==> src/rtl/alu_ctrl_decoder_pkg.sv <==
// Shared ALU control codes, RV32I opcodes and the decoded-entry record
// used by the decoder front end and its output skid buffer.
package alu_pkg;

  localparam logic [3:0] ALU_AND  = 4'b0000;
  localparam logic [3:0] ALU_OR   = 4'b0001;
  localparam logic [3:0] ALU_ADD  = 4'b0010;
  localparam logic [3:0] ALU_SLL  = 4'b0011;
  localparam logic [3:0] ALU_SLT  = 4'b0100;
  localparam logic [3:0] ALU_SLTU = 4'b0101;
  localparam logic [3:0] ALU_SUB  = 4'b0110;
  localparam logic [3:0] ALU_XOR  = 4'b0111;
  localparam logic [3:0] ALU_SRL  = 4'b1000;
  localparam logic [3:0] ALU_SRA  = 4'b1010;
  localparam logic [3:0] ALU_PASS = 4'b1011;
  localparam logic [3:0] ALU_BEQ  = 4'b1100;
  localparam logic [3:0] ALU_BNE  = 4'b1101;
  localparam logic [3:0] ALU_BLT  = 4'b1110;
  localparam logic [3:0] ALU_BGE  = 4'b1111;

  localparam logic [6:0] OP_R      = 7'b0110011;
  localparam logic [6:0] OP_IMM    = 7'b0010011;
  localparam logic [6:0] OP_LOAD   = 7'b0000011;
  localparam logic [6:0] OP_STORE  = 7'b0100011;
  localparam logic [6:0] OP_BRANCH = 7'b1100011;
  localparam logic [6:0] OP_LUI    = 7'b0110111;

  typedef struct packed {
    logic [3:0]  alu_ctrl;
    logic        use_imm;
    logic [31:0] imm;
    logic [4:0]  rs1;
    logic [4:0]  rs2;
    logic [4:0]  rd;
    logic        reg_write;
    logic        is_branch;
    logic        illegal;
  } dec_t;

  // alt selects sub/sra when funct3 is 000/101 respectively
  function automatic logic [3:0] alu_code(input logic [2:0] f3, input logic alt);
    case (f3)
      3'b000:  alu_code = alt ? ALU_SUB : ALU_ADD;
      3'b001:  alu_code = ALU_SLL;
      3'b010:  alu_code = ALU_SLT;
      3'b011:  alu_code = ALU_SLTU;
      3'b100:  alu_code = ALU_XOR;
      3'b101:  alu_code = alt ? ALU_SRA : ALU_SRL;
      3'b110:  alu_code = ALU_OR;
      default: alu_code = ALU_AND;
    endcase
  endfunction

endpackage

==> src/rtl/alu_ctrl_decoder_if.sv <==
// Fetch-side and execute-side valid/ready channels of the ALU control decoder.
interface alu_ctrl_decoder_if #(parameter int Width = 32);
  logic             in_valid;
  logic             in_ready;
  logic [31:0]      instr;
  logic             out_valid;
  logic             out_ready;
  logic [3:0]       alu_ctrl;
  logic             use_imm;
  logic [Width-1:0] imm;
  logic [4:0]       rs1;
  logic [4:0]       rs2;
  logic [4:0]       rd;
  logic             reg_write;
  logic             is_branch;
  logic             illegal;

  modport master (
    output in_valid, instr, out_ready,
    input  in_ready, out_valid, alu_ctrl, use_imm, imm, rs1, rs2, rd,
           reg_write, is_branch, illegal
  );

  modport slave (
    input  in_valid, instr, out_ready,
    output in_ready, out_valid, alu_ctrl, use_imm, imm, rs1, rs2, rd,
           reg_write, is_branch, illegal
  );
endinterface

==> src/rtl/alu_ctrl_decoder_op_decode.sv <==
// Combinational RV32I subset decode: instruction word -> ALU control record.
module alu_op_decode
  import alu_pkg::*;
(
  input  logic [31:0] instr,
  output dec_t        dec
);

  logic [6:0]  opcode;
  logic [6:0]  f7;
  logic [2:0]  f3;
  logic [31:0] imm_i;
  logic [31:0] imm_s;
  logic [31:0] imm_b;
  logic        is_shift;
  logic        shift_ok;
  logic        r_ok;

  assign opcode = instr[6:0];
  assign f3     = instr[14:12];
  assign f7     = instr[31:25];

  assign imm_i = {{20{instr[31]}}, instr[31:20]};
  assign imm_s = {{20{instr[31]}}, instr[31:25], instr[11:7]};
  assign imm_b = {{19{instr[31]}}, instr[31], instr[7], instr[30:25], instr[11:8], 1'b0};

  assign is_shift = (f3 == 3'b001) || (f3 == 3'b101);
  // only srai may carry the 0100000 pattern in imm[11:5]
  assign shift_ok = (f7 == 7'b0000000) || ((f3 == 3'b101) && (f7 == 7'b0100000));
  assign r_ok     = (f7 == 7'b0000000) ||
                    ((f7 == 7'b0100000) && ((f3 == 3'b000) || (f3 == 3'b101)));

  always_comb begin
    dec          = '0;
    dec.alu_ctrl = ALU_ADD;
    dec.illegal  = 1'b1;
    dec.rs1      = instr[19:15];
    dec.rs2      = instr[24:20];
    case (opcode)
      OP_R: begin
        if (r_ok) begin
          dec.alu_ctrl  = alu_code(f3, f7[5]);
          dec.rd        = instr[11:7];
          dec.reg_write = 1'b1;
          dec.illegal   = 1'b0;
        end
      end
      OP_IMM: begin
        if (!is_shift || shift_ok) begin
          dec.alu_ctrl  = alu_code(f3, is_shift && f7[5]);
          dec.use_imm   = 1'b1;
          dec.imm       = is_shift ? {27'd0, instr[24:20]} : imm_i;
          dec.rd        = instr[11:7];
          dec.reg_write = 1'b1;
          dec.illegal   = 1'b0;
        end
      end
      OP_LOAD: begin
        if ((f3 != 3'b011) && (f3 != 3'b110) && (f3 != 3'b111)) begin
          dec.use_imm   = 1'b1;
          dec.imm       = imm_i;
          dec.rd        = instr[11:7];
          dec.reg_write = 1'b1;
          dec.illegal   = 1'b0;
        end
      end
      OP_STORE: begin
        if (f3[2:1] != 2'b11 && f3[2] == 1'b0) begin
          dec.use_imm = 1'b1;
          dec.imm     = imm_s;
          dec.illegal = 1'b0;
        end
      end
      OP_BRANCH: begin
        if (f3[1] == 1'b0) begin
          dec.alu_ctrl  = {2'b11, f3[2], f3[0]};
          dec.imm       = imm_b;
          dec.is_branch = 1'b1;
          dec.illegal   = 1'b0;
        end
      end
      OP_LUI: begin
        dec.alu_ctrl  = ALU_PASS;
        dec.use_imm   = 1'b1;
        dec.imm       = {instr[31:12], 12'd0};
        dec.rd        = instr[11:7];
        dec.reg_write = 1'b1;
        dec.illegal   = 1'b0;
      end
      default: ;
    endcase
  end

endmodule

==> src/rtl/alu_ctrl_decoder.sv <==
// ALU control decoder: combinational decode feeding a 2-entry skid buffer
// with registered in_ready/out_valid toward the execute stage.
//
//   state | meaning
//   EMPTY | no entries held, out_valid=0
//   ONE   | head entry valid, skid slot free
//   TWO   | head and skid entries valid, in_ready=0
module alu_ctrl_decoder
  import alu_pkg::*;
#(
  parameter int Width = 32
) (
  input logic               clk,
  input logic               rst_n,
  input logic               flush,
  alu_ctrl_decoder_if.slave bus
);

  typedef enum logic [1:0] {EMPTY, ONE, TWO} occ_e;

  occ_e state, state_nxt;
  dec_t dec_in;
  dec_t ent0, ent1, ent0_nxt, ent1_nxt;
  logic in_ready_q, out_valid_q;
  logic accept, consume;

  alu_op_decode u_dec (
    .instr (bus.instr),
    .dec   (dec_in)
  );

  assign accept  = bus.in_valid && in_ready_q;
  assign consume = out_valid_q && bus.out_ready;

  always_ff @(posedge clk or negedge rst_n) begin
    if (!rst_n) begin
      state       <= EMPTY;
      ent0        <= '0;
      ent1        <= '0;
      in_ready_q  <= 1'b1;
      out_valid_q <= 1'b0;
    end else begin
      state       <= state_nxt;
      ent0        <= ent0_nxt;
      ent1        <= ent1_nxt;
      in_ready_q  <= (state_nxt != TWO);
      out_valid_q <= (state_nxt != EMPTY);
    end
  end

  always_comb begin
    state_nxt = state;
    ent0_nxt  = ent0;
    ent1_nxt  = ent1;
    if (flush) begin
      state_nxt = EMPTY;
      ent0_nxt  = '0;
      ent1_nxt  = '0;
    end else begin
      case (state)
        EMPTY: begin
          if (accept) begin
            ent0_nxt  = dec_in;
            state_nxt = ONE;
          end
        end
        ONE: begin
          if (accept && consume) begin
            ent0_nxt = dec_in;
          end else if (accept) begin
            ent1_nxt  = dec_in;
            state_nxt = TWO;
          end else if (consume) begin
            state_nxt = EMPTY;
          end
        end
        TWO: begin
          if (consume) begin
            ent0_nxt  = ent1;
            state_nxt = ONE;
          end
        end
        default: state_nxt = EMPTY;
      endcase
    end
  end

  assign bus.in_ready  = in_ready_q;
  assign bus.out_valid = out_valid_q;
  assign bus.alu_ctrl  = ent0.alu_ctrl;
  assign bus.use_imm   = ent0.use_imm;
  assign bus.imm       = Width'(signed'(ent0.imm));
  assign bus.rs1       = ent0.rs1;
  assign bus.rs2       = ent0.rs2;
  assign bus.rd        = ent0.rd;
  assign bus.reg_write = ent0.reg_write;
  assign bus.is_branch = ent0.is_branch;
  assign bus.illegal   = ent0.illegal;

endmodule

==> src/flat_wrapper.sv <==
// flat-port wrapper written by rule: the top's interface ports become plain ports
module alu_ctrl_decoder_flat import alu_pkg::*;
#(
  parameter int Width = 32
)
  (clk, rst_n, flush, bus_in_valid, bus_instr, bus_out_ready, bus_in_ready, bus_out_valid, bus_alu_ctrl, bus_use_imm, bus_imm, bus_rs1, bus_rs2, bus_rd, bus_reg_write, bus_is_branch, bus_illegal);
  alu_ctrl_decoder_if #(.Width(Width)) bus_i ();
  input logic clk;
  input logic rst_n;
  input logic flush;
  input wire logic [$bits(bus_i.in_valid)-1:0] bus_in_valid;
  input wire logic [$bits(bus_i.instr)-1:0] bus_instr;
  input wire logic [$bits(bus_i.out_ready)-1:0] bus_out_ready;
  output wire logic [$bits(bus_i.in_ready)-1:0] bus_in_ready;
  output wire logic [$bits(bus_i.out_valid)-1:0] bus_out_valid;
  output wire logic [$bits(bus_i.alu_ctrl)-1:0] bus_alu_ctrl;
  output wire logic [$bits(bus_i.use_imm)-1:0] bus_use_imm;
  output wire logic [$bits(bus_i.imm)-1:0] bus_imm;
  output wire logic [$bits(bus_i.rs1)-1:0] bus_rs1;
  output wire logic [$bits(bus_i.rs2)-1:0] bus_rs2;
  output wire logic [$bits(bus_i.rd)-1:0] bus_rd;
  output wire logic [$bits(bus_i.reg_write)-1:0] bus_reg_write;
  output wire logic [$bits(bus_i.is_branch)-1:0] bus_is_branch;
  output wire logic [$bits(bus_i.illegal)-1:0] bus_illegal;
  assign bus_i.in_valid = bus_in_valid;
  assign bus_i.instr = bus_instr;
  assign bus_i.out_ready = bus_out_ready;
  assign bus_in_ready = bus_i.in_ready;
  assign bus_out_valid = bus_i.out_valid;
  assign bus_alu_ctrl = bus_i.alu_ctrl;
  assign bus_use_imm = bus_i.use_imm;
  assign bus_imm = bus_i.imm;
  assign bus_rs1 = bus_i.rs1;
  assign bus_rs2 = bus_i.rs2;
  assign bus_rd = bus_i.rd;
  assign bus_reg_write = bus_i.reg_write;
  assign bus_is_branch = bus_i.is_branch;
  assign bus_illegal = bus_i.illegal;
  alu_ctrl_decoder #(.Width(Width)) u_core (.clk(clk), .rst_n(rst_n), .flush(flush), .bus(bus_i));
endmodule
==> config.mk <==
export PLATFORM = sky130hd
export DESIGN_NAME = alu_ctrl_decoder_flat
export DESIGN_NICKNAME = d
export VERILOG_FILES = /design/src/rtl/alu_ctrl_decoder_pkg.sv /design/src/rtl/alu_ctrl_decoder_if.sv /design/src/rtl/alu_ctrl_decoder_op_decode.sv /design/src/rtl/alu_ctrl_decoder.sv /design/src/flat_wrapper.sv
export SDC_FILE = /design/constraint.sdc
export NUM_CORES = 1
export LEC_CHECK = 0
export BUFFER_PORTS_ARGS = -buffer_cell sky130_fd_sc_hd__buf_2
export CAP_MARGIN = 20
export CORE_MARGIN = 2
export CORE_UTILIZATION = 62
export DETAILED_ROUTE_END_ITERATION = 6
export MAX_ROUTING_LAYER = met4
export PLACE_DENSITY = 0.94
export SLEW_MARGIN = 30
export SYNTH_ARGS = -nofsm -noshare
export SYNTH_HDL_FRONTEND = slang
export SYNTH_HIERARCHICAL = 1
export SYNTH_SLANG_ARGS = --single-unit
==> constraint.sdc <==
create_clock -name clk -period 2.93 [get_ports clk]
set_input_delay 0 -clock clk [delete_from_list [all_inputs] [get_ports clk]]
set_output_delay 0 -clock clk [all_outputs]
set_load 0.02 [all_outputs]
==> impl_metrics.ini, run 1 <==
[status]
status = complete, no violations

[yosys]
synth.ff_latch_count = 114
ys_warn_count = 6
syn_avg_cell_area_sq_um = 9.67
synthCells = 669
synth_area_sq_um = 6470
yosysSeqAreaShare = 0.441
synth-edff-count = 0
ys_types = 56
synth_ff_type = dfrtp_1
ys_async_sr_fraction = 1.00
syn_nets = 710

[pwr]
p_per_area_nw_per_um2 = 753
leakagePower_nw = 3.15
ir_worst_vdd_uv = 453
power_mw = 5.78

[place]
dpl-instance-area_sq_um = 6790
dp_cells = 839
dp_hpwl_microns = 10600
gp_congestion = 0.930
port_buffers = 93

[sta]
relSlewSlack = 0.368
setup_viol = 0
period_share = 0.797
rsz0062_at_grt = no
period_needed_ps = 2340
tns_ps = 0
worst_pin_slew_ps = 948
hold_viol = 0
fin_skew_ps = 16.3
timing.fmax_mhz = 428
finalMaxSlewViolations = 0

[detailed_routing]
route.vias.total = 5815
route.final.wire_length_microns = 19100
wire_per_inst_microns = 21.3
viasPerCell = 6.49
first_iter_violations = 767
ant_nets = 0
drc = 0
firstDrtPassIters = 6

[finish]
layout_commonest_cell = nand2_1
drive_gt1_frac = 0.261
n_antenna_cell = 0
area_delta_synth_final_pct = 18.7
nNetsFinal = 789
final_cell_mix = nand2_1, a21oi_1, dfrtp_1
instances_no_fill = 896
design_area_sq_um = 7680

[die]
rows = 37
core_area_sq_um = 10200
die_area_sq_um = 11300
die_h_microns = 106
fp.dieW_microns = 106
start_util = 0.632
io_pins = 94

[worst_setup_path]
rrSetupSlack_ps = 590
crit_type = reg -> reg
cp-startpoint = u_core/state[0]$_DFF_PN0_
cp-endpoint = u_core/bus.rs2[4]$_DFFE_PN0P_
required_ps = 3350
r2r_end = u_core/bus.rs2[4]$_DFFE_PN0P_
cp-start-kind = flip-flop
arrival_ps = 2750
worstPathMaxFanout = 55
r2r_start = u_core/state[0]$_DFF_PN0_
r2r_cells = 7
cp-end-kind = flip-flop

[grt]
met2_usage = 0.552
first_global_vias = 5797
grt_busiest_layer = met2
use_met1 = 0.460
grt_pass1_wl_microns = 30600
grt_antenna_before_repair = 0
gr-usage-all-layers = 0.362
grt_max_degree = 115
gr-usage-met3 = 0.0797
grt_overflow = 0

[clocking]
cts_buffer_depth = 2
cts_tree = done
cts_resized = 0
numCtsBuffers = 17
cts.sinks = 114
clk_pin_slew_ps = 60
cts_max_level = 4
clock-root-buffer = clkbuf_8
clk_latency_ps = 530

[run]
maxCapViolations = 0

[hold_path]
holdPathStages = 4
hp-class = in -> reg
==> state kept, by name (all words and copies together), names as in the netlist, 2 cells and up <==
register and count:
u_core/bus.rd 5, u_core/ent1 55, u_core/bus.rs1 5, u_core/bus.rs2 5
u_core/state 2, u_core/bus.alu_ctrl 4, u_core/bus.imm 32
==> layout make-up <==
cell class                      count  area (sq um)
Tap cell                          136           170
Clock buffer                       21           449
Fill cell                         654          2550
Clock inverter                     10           181
Multi-Input combinational cell    477          3150
Inverter                            8          30.0
Sequential cell                   114          2850
Timing Repair Buffer              130           842
==> kinds of logic (layout without fill, tap and decap cells) <==
family	Yosys count	count (layout)	synth area share
compound gates	230	230	0.260
simple gates	185	185	0.127
flops	114	114	0.441
buf+inv	78	169	0.0756
mux	56	56	0.0866
fa+ha+maj	4	4	0.00774
xor+xnor	2	2	0.00271
==> worst min path at each step <==
stage                      start                            endpoint
floorplan                  rst_n  u_core/bus.alu_ctrl[0]$_DFFE_PN0P_
global placement           rst_n       u_core/bus.imm[6]$_DFFE_PN0P_
detailed placement         rst_n       u_core/bus.imm[6]$_DFFE_PN0P_
CTS                 bus_instr[2]          u_core/ent1[0]$_DFFE_PN0P_
global route        bus_instr[2]          u_core/ent1[0]$_DFFE_PN0P_
finish              bus_instr[2]          u_core/ent1[0]$_DFFE_PN0P_
==> synth_stat cells (all sizes together) (2+ instances only) <==
master / instances / area share
a211oi: 56 / 0.10
a21boi: 5 / 0.0058
a21oi: 117 / 0.091
a22o: 6 / 0.0081
a22oi: 3 / 0.0043
a31oi: 4 / 0.0039
and3: 2 / 0.0019
and3b: 2 / 0.0027
and4: 2 / 0.0027
buf: 53 / 0.061
clkbuf: 17 / 0.0099
dfrtp: 113 / 0.44
ha: 4 / 0.0077
inv: 8 / 0.0046
mux2i: 56 / 0.087
nand2: 138 / 0.080
nand2b: 3 / 0.0029
nand3: 5 / 0.0039
nand4: 3 / 0.0029
nor2: 8 / 0.0046
nor2b: 9 / 0.0087
nor3: 5 / 0.0046
o21ai: 23 / 0.018
o22ai: 2 / 0.0019
o32ai: 2 / 0.0027
o41ai: 2 / 0.0056
==> where the power goes <==
group	switching [mW]	total, mW	internal, mW
clock	0.743	2.25	1.50
combinational	1.09	1.62	0.533
sequential	0.135	1.91	1.78
==> critical path, cell delays in order (launching register included) <==
cell and delay [ps]:
dfrtp_1 430, inv_1 160, ha_1 260, nor2_1 110
a21oi_4 130, buf_4 530, a21oi_1 270, a211oi_2 320
==> per-stage QoR <==
stage          worst slack [ps]  hold slack (ps)   util
2_1_floorplan              1270             -296      -
3_3_place_gp                929              121  0.663
3_5_place_dp                791              130  0.664
4_1_cts                     745             1.88  0.751
5_1_grt                     500             39.6  0.751
6_report                    594             5.81  0.751
==> per-layer routing <==
metal / vias up / wire, microns
met1: 2779 / 7370
met5: - / 0
li1: 2534 / -
met2: 418 / 8990
met3: 84 / 1840
met4: 0 / 899
==> what timing repair did <==
action	4_1_cts	5_1_grt
hold buffers	26	0
endpoints found under the hold margin	167	0
buffers inserted	0	0
setup endpoints to repair	0	0
Note: power is estimated with default switching activity, not from simulation.
==> run 2: changes to the inputs <==
--- a/config.mk
+++ b/config.mk
@@ -8,10 +8,10 @@
 export BUFFER_PORTS_ARGS = -buffer_cell sky130_fd_sc_hd__buf_2
 export CAP_MARGIN = 20
 export CORE_MARGIN = 2
-export CORE_UTILIZATION = 62
+export CORE_UTILIZATION = 58
 export DETAILED_ROUTE_END_ITERATION = 6
 export MAX_ROUTING_LAYER = met4
-export PLACE_DENSITY = 0.94
+export PLACE_DENSITY = 0.89
 export SLEW_MARGIN = 30
 export SYNTH_ARGS = -nofsm -noshare
 export SYNTH_HDL_FRONTEND = slang
==> constraint.sdc (replaced) <==
create_clock -name clk -period 2.19 [get_ports clk]
set_input_delay 0 -clock clk [delete_from_list [all_inputs] [get_ports clk]]
set_output_delay 0 -clock clk [all_outputs]
set_load 0.02 [all_outputs]
==> run 2 against run 1 <==
Utilization is 3.0 points lower. First-iteration DRC count is 38% lower. Clock power increased by 19%. Wire length is 2.6% lower. Hold slack better by 35 ps. Sequential share of layout area is 0.61 points lower. Sequential power is 34% higher. Register-to-register slack got worse by 440 ps. Clock skew fell by 9.4 ps. Critical path depth up 1. Non-clock buffer count up 14. Die area increased by 6.6%.
==> impl_metrics.ini, run 2 (synthesis results as in run 1) <==
[sta]
period_share = 0.974
timing.fmax_mhz = 469
hold_viol = 0
finalMaxSlewViolations = 0
whs_ps = 41.1
rsz0062_at_grt = no
setup_viol = 0
worst_pin_slew_ps = 799
fin_skew_ps = 6.96
period_needed_ps = 2130
tns_ps = 0
relSlewSlack = 0.467

[clocking]
cts_buffer_depth = 2
cts_tree = done
post-cts-setup-buffers = 0
cts.sinks = 114
cts_max_level = 4
clk_pin_slew_ps = 60
numCtsBuffers = 17
clock-root-buffer = clkbuf_8
clk_latency_ps = 530

[worst_setup_path]
crit_type = in -> reg
cp-startpoint = bus_instr[31]
required_ps = 2620
r2r_start = u_core/state[0]$_DFF_PN0_
worstPathMaxFanout = 7
cp-end-kind = flip-flop
cp-start-kind = input pin
arrival_ps = 2560

[grt]
grt_pass1_wl_microns = 29500
grt_antenna_before_repair = 0
grt_max_degree = 101
grt_overflow = 0
first_global_vias = 5750
gr-usage-all-layers = 0.332

[finish]
n_antenna_cell = 0
nNetsFinal = 803
drive_gt1_frac = 0.274
final_cell_mix = nand2_1, a21oi_1, dfrtp_1
largest_reg_flops = 55
layout_commonest_cell = nand2_1
utilization = 0.720
top_register = u_core/ent1
area_delta_synth_final_pct = 20.7
design_area_sq_um = 7810
fillers = 762

[pwr]
leakagePower_nw = 3.20
ir_worst_vdd_uv = 929
p_per_area_nw_per_um2 = 957
power_mw = 7.47

[detailed_routing]
route.final.wire_length_microns = 18600
route.vias.total = 5736
drc = 0
viasPerCell = 6.27
ant_nets = 0
firstDrtPassIters = 5
first_iter_violations = 476
wire_per_inst_microns = 20.3

[die]
die_area_sq_um = 12000
io_pins = 94
core_area_sq_um = 10800
rows = 38
die_h_microns = 110
start_util = 0.597
fp.dieW_microns = 110

[place]
gp_congestion = 0.932
dpl-instance-area_sq_um = 6940
port_buffers = 93
dp_hpwl_microns = 11300

[run]
maxCapViolations = 0

[status]
status = complete, no violations

[hold_path]
worstHoldStart = bus_instr[0]
hp-class = in -> reg
-- run 2: cell count changes in the layout (fill, tap and decap cells not counted), moves of 3 or more --
cell,before,now
clkinvlp_4,1,5
bufinv_16,5,2
inv_6,0,4
dlygate4sd3_1,26,29
buf_4,10,17
buf_12,2,7
-- run 2: repair_timing --
| action | in CTS | in global routing |
|---|---|---|
| endpoints found under the setup margin | 0 | 3 |
| gates resized for setup | 0 | 1 |
| hold buffers | 29 | 0 |
| hold endpoints to repair | 122 | 0 |
-- run 2: per-stage QoR --
| step | setup slack (ps) | std cells |
|---|---|---|
| 2_1_floorplan | 530 | 669 |
| 3_3_place_gp | 200 | 854 |
| 3_5_place_dp | 103 | 854 |
| 4_1_cts | 49.8 | 915 |
| 5_1_grt | 9.19 | 915 |
| 6_report | 56.1 | 915 |
-- run 2: power breakdown --
group / switching [mW] / total, mW / leakage (nW) / internal, mW
clock network: 1.05 / 2.68 / 0.267 / 1.62
registers: 0.171 / 2.55 / 1.55 / 2.37
logic: 1.47 / 2.25 / 1.39 / 0.776
total: 2.70 / 7.47 / 3.20 / 4.77
-- run 2: path summary, 6_finish.rpt --
path / endpoint / depth (start not counted) / slack [ps]
worst min register to register: u_core/ent1[11]$_DFFE_PN0P_ / 2 / 520
worst max register to register: u_core/bus.imm[15]$_DFFE_PN0P_ / 6 / 150
worst max-delay path: u_core/bus.rd[1]$_DFFE_PN0P_ / 8 / 60
max in group asynchronous: u_core/bus.imm[15]$_DFFE_PN0P_ / 3 / 1330
worst min-delay path: u_core/ent1[1]$_DFFE_PN0P_ / 6 / 40
min in group asynchronous: u_core/bus.imm[8]$_DFFE_PN0P_ / 2 / 90
-- run 2: layout make-up --
class	instances	area, sq um	area share
clock buffer	17	414	0.0530
clock inverter	15	156	0.0200
inverter	8	30.0	0.00385
multi-input combinational	477	3160	0.405
sequential	114	2850	0.366
tap	140	175	0.0224
timing repair buffer	144	1010	0.130
-- run 2: worst max-delay path, stage by stage --
cell           delay, ps
dlygate4sd3_1        530
buf_2                140
or4_4                560
o41ai_4              420
a41oi_4              250
a21boi_1             260
mux2i_1              120
a211oi_1             280
-- run 2: layer usage --
layer / up-vias / wire length, microns / GRT usage
met4: 0 / 510 / 0.140
met3: 52 / 1300 / 0.0634
met2: 289 / 9160 / 0.516
li1: 2563 / - / -
met1: 2832 / 7620 / 0.429
met5: - / 0 / -
==> run 3: changes to the inputs <==
--- a/config.mk
+++ b/config.mk
@@ -11,7 +11,7 @@
 export CORE_UTILIZATION = 58
 export DETAILED_ROUTE_END_ITERATION = 6
 export MAX_ROUTING_LAYER = met4
-export PLACE_DENSITY = 0.89
+export PLACE_DENSITY = 0.9
 export SLEW_MARGIN = 30
 export SYNTH_ARGS = -nofsm -noshare
 export SYNTH_HDL_FRONTEND = slang
==> run 3 against run 2 <==
Critical path depth fell by 2. Clock-buffer cell count rose by 1. Power rose by 0.79%. Worst setup slack got worse by 20 ps. Via count rose by 2.6%. Fmax fell by 0.95%. Clock power rose by 2%. Final area rose by 1.1%. Sequential share of layout area fell by 0.41 points. Sequential cell count did not move. Sequential power barely moved. Non-clock buffer count rose by 5. Critical endpoint is now u_core/ent1[9]$_DFFE_PN0P_. Largest cell class unchanged.
==> impl_metrics.ini, run 3 (synthesis results as in run 1) <==
[detailed_routing]
route.vias.total = 5883
ant_nets = 0
first_iter_violations = 750
firstDrtPassIters = 6
routed.top_layer = met4
drc = 0
wl_met2_microns = 8770
wire_per_inst_microns = 20.5
route.final.wire_length_microns = 18900
viasPerCell = 6.39
wl_met3_microns = 1850
drt-met1-wl_microns = 7550

[finish]
final_cell_mix = nand2_1, a21oi_1, dfrtp_1
area_delta_synth_final_pct = 22.0
n_antenna_cell = 0
largest_reg_flops = 55
layout_commonest_cell = nand2_1
top_register = u_core/ent1
fillers = 675
drive_gt1_frac = 0.281
nNetsFinal = 808

[pwr]
p_per_area_nw_per_um2 = 953
p_comb_frac = 0.299
leakagePower_nw = 3.25
swShare = 0.360
seq_power_share = 0.338
ir_worst_vdd_uv = 824
switching_power_mw = 2.71
clockPowerShare = 0.363
p_int_mw = 4.82
power_mw = 7.53

[hold_path]
worstHoldStart = bus_instr[1]
holdPathStages = 6
hp-class = in -> reg
hold_end = u_core/ent1[1]$_DFFE_PN0P_

[worst_setup_path]
worstPathMaxFanout = 16
arrival_ps = 2560
r2r_start = u_core/state[1]$_DFF_PN0_
path_buf_inv = 2
slowest_delay_ps = 460
critPathSlowestCell = and4_2
crit_type = reg -> reg
required_ps = 2590
r2r_cells = 6
rrSetupSlack_ps = 40
crit_path_cell_trace = inv_1 -> ha_1 -> and4_2 -> buf_4 -> nand2_1 -> a21oi_1
path_delay_family = simple AND/OR/NAND/NOR gates
r2r_end = u_core/ent1[9]$_DFFE_PN0P_
cp-start-kind = flip-flop
cp-end-kind = flip-flop

[die]
die_h_microns = 110
core_area_sq_um = 10800
rows = 38
io_pins = 94
fp.dieW_microns = 110
die_area_sq_um = 12000
start_util = 0.597

[sta]
tns_ps = 0
hold_viol = 0
period_share = 0.984
period_needed_ps = 2150
setup_viol = 0
finalMaxSlewViolations = 0
relSlewSlack = 0.457
timing.fmax_mhz = 464
fin_skew_ps = 6.96
rsz0062_at_grt = no
worst_pin_slew_ps = 815
fin_ws_ps = 35.7

[clocking]
clk_latency_ps = 530
numCtsBuffers = 17
cts_tree = done
cts.sinks = 114
cts_max_level = 4
clk_pin_slew_ps = 60
clock-root-buffer = clkbuf_8
cts_buffer_depth = 2

[grt]
first_global_vias = 5767
grt_pass1_wl_microns = 30000
grt_antenna_before_repair = 0
grt_overflow = 0
gr-usage-all-layers = 0.337
grt_max_degree = 61

[place]
place_ws_ps = 124
port_buffers = 93
dp_hpwl_microns = 11400
gp_congestion = 0.929

[run]
maxCapViolations = 0

[status]
status = complete, no violations
## run 3: cell types whose count changed in the layout (fill, tap and decap cells not counted), moves of 2 or more
| cell | delta |
|---|---|
| clkinv_4 | +4 |
| buf_4 | +3 |
| inv_6 | -3 |
| clkinvlp_4 | -2 |
## run 3: final cells by class
| type | count | area, sq um | area share |
|---|---|---|---|
| Inverter | 8 | 30.0 | 0.00380 |
| Sequential cell | 114 | 2850 | 0.361 |
| Clock inverter | 14 | 156 | 0.0198 |
| Tap cell | 140 | 175 | 0.0222 |
| Multi-Input combinational cell | 477 | 3190 | 0.403 |
| Clock buffer | 18 | 428 | 0.0542 |
| Timing Repair Buffer | 149 | 1070 | 0.135 |
## run 3: worst max-delay path by stage
stage                              start                                  to  slack [ps]  depth (start not counted)
6_report       u_core/state[1]$_DFF_PN0_          u_core/ent1[9]$_DFFE_PN0P_          40                          6
5_1_grt        u_core/state[0]$_DFF_PN0_       u_core/bus.rs1[2]$_DFFE_PN0P_           6                          7
4_1_cts                    bus_instr[31]          u_core/ent1[0]$_DFFE_PN0P_          50                         10
3_5_place_dp               bus_instr[31]        u_core/bus.rd[1]$_DFFE_PN0P_         120                          7
3_3_place_gp               bus_instr[31]  u_core/bus.alu_ctrl[3]$_DFFE_PN0P_         210                          8
2_1_floorplan              bus_instr[31]        u_core/bus.rd[4]$_DFFE_PN0P_         530                          6
## run 3: power groups by stage
stage	registers (mW)	logic (mW)	clock network [mW]
6_report	2.55	2.25	2.73
3_3_place_gp	2.56	2.09	0
3_5_place_dp	2.57	2.14	0
5_1_grt	2.57	2.39	2.85
4_1_cts	2.54	2.21	2.74
2_1_floorplan	2.85	1.31	0
## run 3: worst register-to-register path, stage by stage (launching register included)
cell and delay, ps:
dfrtp_1 440, inv_1 140, ha_1 300, and4_2 460, buf_4 310, nand2_1 110
a21oi_1 290
## run 3: metrics by stage
step / instances / util / hold slack (ps) / instance area [sq um]
2_1_floorplan: 669 / - / -296 / 6470
3_3_place_gp: 856 / 0.641 / -30.8 / 6950
3_5_place_dp: 856 / 0.641 / -22.1 / 6950
4_1_cts: 919 / 0.725 / 5.60 / 7860
5_1_grt: 920 / 0.728 / 47.3 / 7900
6_report: 920 / 0.728 / 28.9 / 7900
## run 3: routing by layer
layer  vias up  GRT usage
li1       2573          -
met5         -          -
met2       402      0.500
met4         0      0.146
met1      2829      0.440
met3        79     0.0883
## run 3: what timing repair did
action                                 4_1_cts  5_1_grt
buffers inserted                             0        2
setup endpoints to repair                    0        5
hold buffers                                31        0
endpoints found under the hold margin      176        0
resized for setup                            0        5
